--- src/rtl/spele_pkg.sv ---
// Shared definitions for the binary number game: FSM states, LFSR constants,
// game-wide width and level limits, and the level-to-mask helper.
package spele_pkg;

    localparam int          LFSR_W         = 8;
    localparam logic [7:0]  LFSR_TAPS      = 8'hB8;   // x^8+x^6+x^5+x^4+1 -> bits 7,5,4,3
    localparam logic [7:0]  LFSR_SEED_DEF  = 8'hA5;
    localparam int          GAME_WIDTH     = 8;
    localparam logic [7:0]  GAME_MAX_LEVEL = 8'd15;

    typedef enum logic [2:0] {
        S_IDLE   = 3'd0,
        S_LOAD   = 3'd1,
        S_WAIT   = 3'd2,
        S_RESULT = 3'd3,
        S_OVER   = 3'd4
    } gc_state_e;

    // Target mask with min(level,7)+1 active low-order bits.
    function automatic logic [7:0] level_mask(input logic [7:0] lvl);
        logic [7:0] m;
        if (lvl >= 8'd7) begin
            m = 8'hFF;
        end else begin
            m = (8'd1 << (lvl + 8'd1)) - 8'd1;
        end
        return m;
    endfunction

endpackage

--- src/rtl/guess_checker_lfsr8.sv ---
// Free-running 8-bit Fibonacci LFSR (module lfsr8); never reaches all-zero
// as long as SEED is nonzero.
module lfsr8
    import spele_pkg::*;
#(
    parameter logic [7:0] SEED = LFSR_SEED_DEF
) (
    input  logic       clk,
    input  logic       rst,
    output logic [7:0] q
);

    logic [7:0] q_q;
    logic [7:0] q_d;

    // Next value: shift left, feed back the XOR of the tapped bits.
    always_comb begin
        q_d = {q_q[6:0], ^(q_q & LFSR_TAPS)};
    end

    // LFSR state register.
    always_ff @(posedge clk) begin
        if (rst) begin
            q_q <= SEED;
        end else begin
            q_q <= q_d;
        end
    end

    assign q = q_q;

endmodule

--- config.mk ---
export PLATFORM = sky130hd
export DESIGN_NAME = lfsr8
export DESIGN_NICKNAME = d
export VERILOG_FILES = /design/src/rtl/spele_pkg.sv /design/src/rtl/guess_checker_lfsr8.sv
export SDC_FILE = /design/constraint.sdc
export NUM_CORES = 1
export LEC_CHECK = 0
export ABC_AREA = 1
export CORE_AREA = 2 2 39 41
export CTS_CLUSTER_DIAMETER = 200
export DETAILED_ROUTE_END_ITERATION = 10
export DIE_AREA = 0 0 41 43
export PLACE_DENSITY = 0.49
export SLEW_MARGIN = 20
export SYNTH_ARGS = -nofsm -noshare
export SYNTH_HDL_FRONTEND = slang
export SYNTH_SLANG_ARGS = --single-unit
--- constraint.sdc ---
create_clock -name clk -period 2 [get_ports clk]
set_input_delay 0.6 -clock clk [delete_from_list [all_inputs] [get_ports clk]]
set_output_delay 0.6 -clock clk [all_outputs]
set_load 0.02 [all_outputs]
# [Word-level counts from Yosys, hierarchy flattened]
# Cells that the tools add are included.
[totals] regBits=8 input_bits=2 out_inout_bits=8 elab_cells=2
[op_classes] n_reduce_logical=1
[op_table] cell="XOR reduction 8 bit" n=1

# [Logic depth before layout (Yosys ltp)]
[logic_depth] word_depth=1 ltp_mapped=5 depth_no_buf=5

# [Least setup slack after synthesis]
# OpenSTA, ideal clock, no wires.
[synth_timing] kind="register to output" startpoint="reg q_q[3], in the netlist q[3]" endpoint="out q[3]" arrival_time_ns=0.501 required_time_ns=1.400 slack_ns=0.899 stages_incl_launch_ff=2 n_path_buf=1 cell_sequence="dfxtp_1 -> buf_4"
[synth_rtl] element="from (decl)" line="guess_checker_lfsr8.sv:13" rtl="logic [7:0] q_q;"
[synth_rtl] element="from (signal assigned)" line="guess_checker_lfsr8.sv:26" rtl="q_q <= q_d;"
[synth_rtl] element="to (decl)" line="guess_checker_lfsr8.sv:10" rtl="output logic [7:0] q"
# No word-level cell between the ends.

# [Final worst setup path]
[layout_timing] startpoint="reg q_q[3], in the netlist q[3]" endpoint="out q[3]"
# No word-level cell between the ends.

==> impl_metrics.env <==
export IMPL_worst_pin_slew_ns=0.217
export IMPL_yosysSeqAreaShare_pct=48.9
export IMPL_syn_area_sq_um=328
export IMPL_slew_limit_headroom_pct=85.5
export IMPL_synth_cells=44
export IMPL_p_leak_nw=0.210
export IMPL_crit_required_ns=1.40
export IMPL_final_hold_viol_count=0
export IMPL_wirelength_um=471
export IMPL_r2r_slack_ns=1.21
export IMPL_port_buffers=9
export IMPL_grt_pass1_vias=218
export IMPL_clock_skew_ns=0.00351
export IMPL_avgSynthCellArea_sq_um=7.45
export IMPL_die_w_um=41
export IMPL_worstSetupStartpoint="q[3]"
export IMPL_met1_usage_pct=8.74
export IMPL_antenna_cells=0
export IMPL_drc=0
export IMPL_timing_rr_start="q[5]"
export IMPL_holdCritPathClass="reg -> reg"
export IMPL_crit_fanout=4
export IMPL_core_area_sq_um=1380
export IMPL_postRouteAntennaNets=0
export IMPL_timing_final_crit_period_ns=1.83
export IMPL_p_per_area_nw_per_um2=885
export IMPL_hold_buffers=0
export IMPL_drv_cap=0
export IMPL_arrival_ns=1.23
export IMPL_nets=53
export IMPL_tns_ns=0
export IMPL_gp_congestion=0.649
export IMPL_clk_latency_ns=0.24
export IMPL_grt_usage_pct=7.75
export IMPL_layout_commonest_cell="nand2_1"
export IMPL_finalPower_mw=0.361
export IMPL_area_growth_pct=24.4
export IMPL_vias=238
export IMPL_rsz0062_at_grt="no"
export IMPL_row_count=14
export IMPL_utilization_pct=29.5
export IMPL_synth_net_count=46
export IMPL_numCtsBuffers=3
export IMPL_grt_busiest_layer="met2"
export IMPL_tritoncts="done"
export IMPL_clk_path_buf_depth=2
export IMPL_cp_start_kind="register"
export IMPL_yosysWarnings=0
export IMPL_drt_pass1_iter_count=3
export IMPL_ys_ff_latch=8
export IMPL_ctsHtreeMaxLevel=1
export IMPL_max_freq_mhz=546
export IMPL_post_place_ws_ns=0.428
export IMPL_clockRootBuffer="clkbuf_4"
export IMPL_criticalPathCategory="reg -> out"
export IMPL_pin_count=10
export IMPL_cp_num_buf_inv=1
export IMPL_grt_first_pass_wirelength_um=828
export IMPL_setup_viol=0
export IMPL_wl_per_cell_um=7.25
export IMPL_post_cts_setup_buffers=0
export IMPL_cp_end_kind="primary output"
export IMPL_timing_final_ws_setup_ns=0.169
export IMPL_via_per_inst=3.66
export IMPL_ir_drop_mv=0.325
export IMPL_die_area_sq_um=1760
export IMPL_use_met2_pct=9.06
export IMPL_path_cells="clkdlybuf4s50_1"
export IMPL_slew_viol_final=0
export IMPL_initial_core_util_pct=23.7
export IMPL_layout_common_cells="nand2_1 (15), clkdlybuf4s50_1 (9), dfxtp_1 (8)"
export IMPL_finalCritPeriodShare_pct=91.5
export IMPL_die_y_um=43
export IMPL_hpwl_um=380
export IMPL_cts_resized=0
export IMPL_status="completed"
export IMPL_cp_top_family="buffers and inverters"
export IMPL_min_delay_start="q[2]"
export IMPL_grt_overflow=0
export IMPL_drtIter0Drc=2
export IMPL_cp_slowest_stage_delay_ns=0.62
export IMPL_largest_reg_flops=8
export IMPL_clk_pin_slew_ns=0.05
export IMPL_grt_max_degree=8
export IMPL_synth_cell_types=8
export IMPL_drive_gt1_share_pct=8.16
export IMPL_gr_usage_met3_pct=4.71
export IMPL_antenna_found_initial=0
export IMPL_cts_sinks=8
export IMPL_cpMaxStageDelayCell="clkdlybuf4s50_1"
[power by group]
group	switching (mW)	internal [mW]	leakage, nW
Sequential	0.00830	0.172	0.0671
Combinational	0.0342	0.0308	0.129
Clock	0.0472	0.0682	0.0138
Total	0.0897	0.271	0.210
[metal layers]
metal  vias up  wire length (um)  part of all wire (%)
li1        130                 -                     -
met2         5               218                    46
met3         2                24                   5.1
met5         -                 0                     0
met1       101               216                    46
met4         0                11                   2.3
[synth_stat cells (all sizes together)]
| master | instances | share of area (%) |
|---|---|---|
| buf | 7 | 16 |
| dfxtp | 8 | 49 |
| inv | 7 | 8.0 |
| nand2 | 15 | 17 |
| nand3 | 1 | 1.5 |
| nor2 | 4 | 4.6 |
| or2 | 2 | 3.8 |
[area by class of cell]
type | instances | area, sq um
Timing Repair Buffer | 9 | 90.1
Inverter | 7 | 26.3
Sequential cell | 8 | 160
Multi-Input combinational cell | 22 | 88.8
Fill cell | 165 | 976
Clock buffer | 3 | 22.5
Tap cell | 16 | 20.0
[through the flow]
step           cells  area [sq um]  hold slack (ns)
2_1_floorplan     44           328            0.403
3_3_place_gp      62           385            0.411
3_5_place_dp      62           385            0.415
4_1_cts           65           408            0.421
5_1_grt           65           408            0.451
6_report          65           408            0.419
[logic make-up (layout without fill, tap and decap cells)]
kind of cell / after synthesis / count (layout) / share of synthesized area [%]
DFF: 8 / 8 / 48.9
and+or+nand+nor: 22 / 22 / 27.1
buffers and inverters: 14 / 19 / 24.0
[worst paths after layout]
kind | depth (start not counted) | endpoint
max | 1 | q[3]
max reg2reg | 5 | q[0]
min reg2reg | 2 | q[3]
min | 2 | q[3]
[worst min-delay path: cells and delay by family, from the launching register on]
family | cells | cell delay, ns
buffers and inverters | 1 | 0.05
AND/OR/NAND/NOR | 1 | 0.03
flip-flops | 1 | 0.30
(Power assumes the default switching activity.)
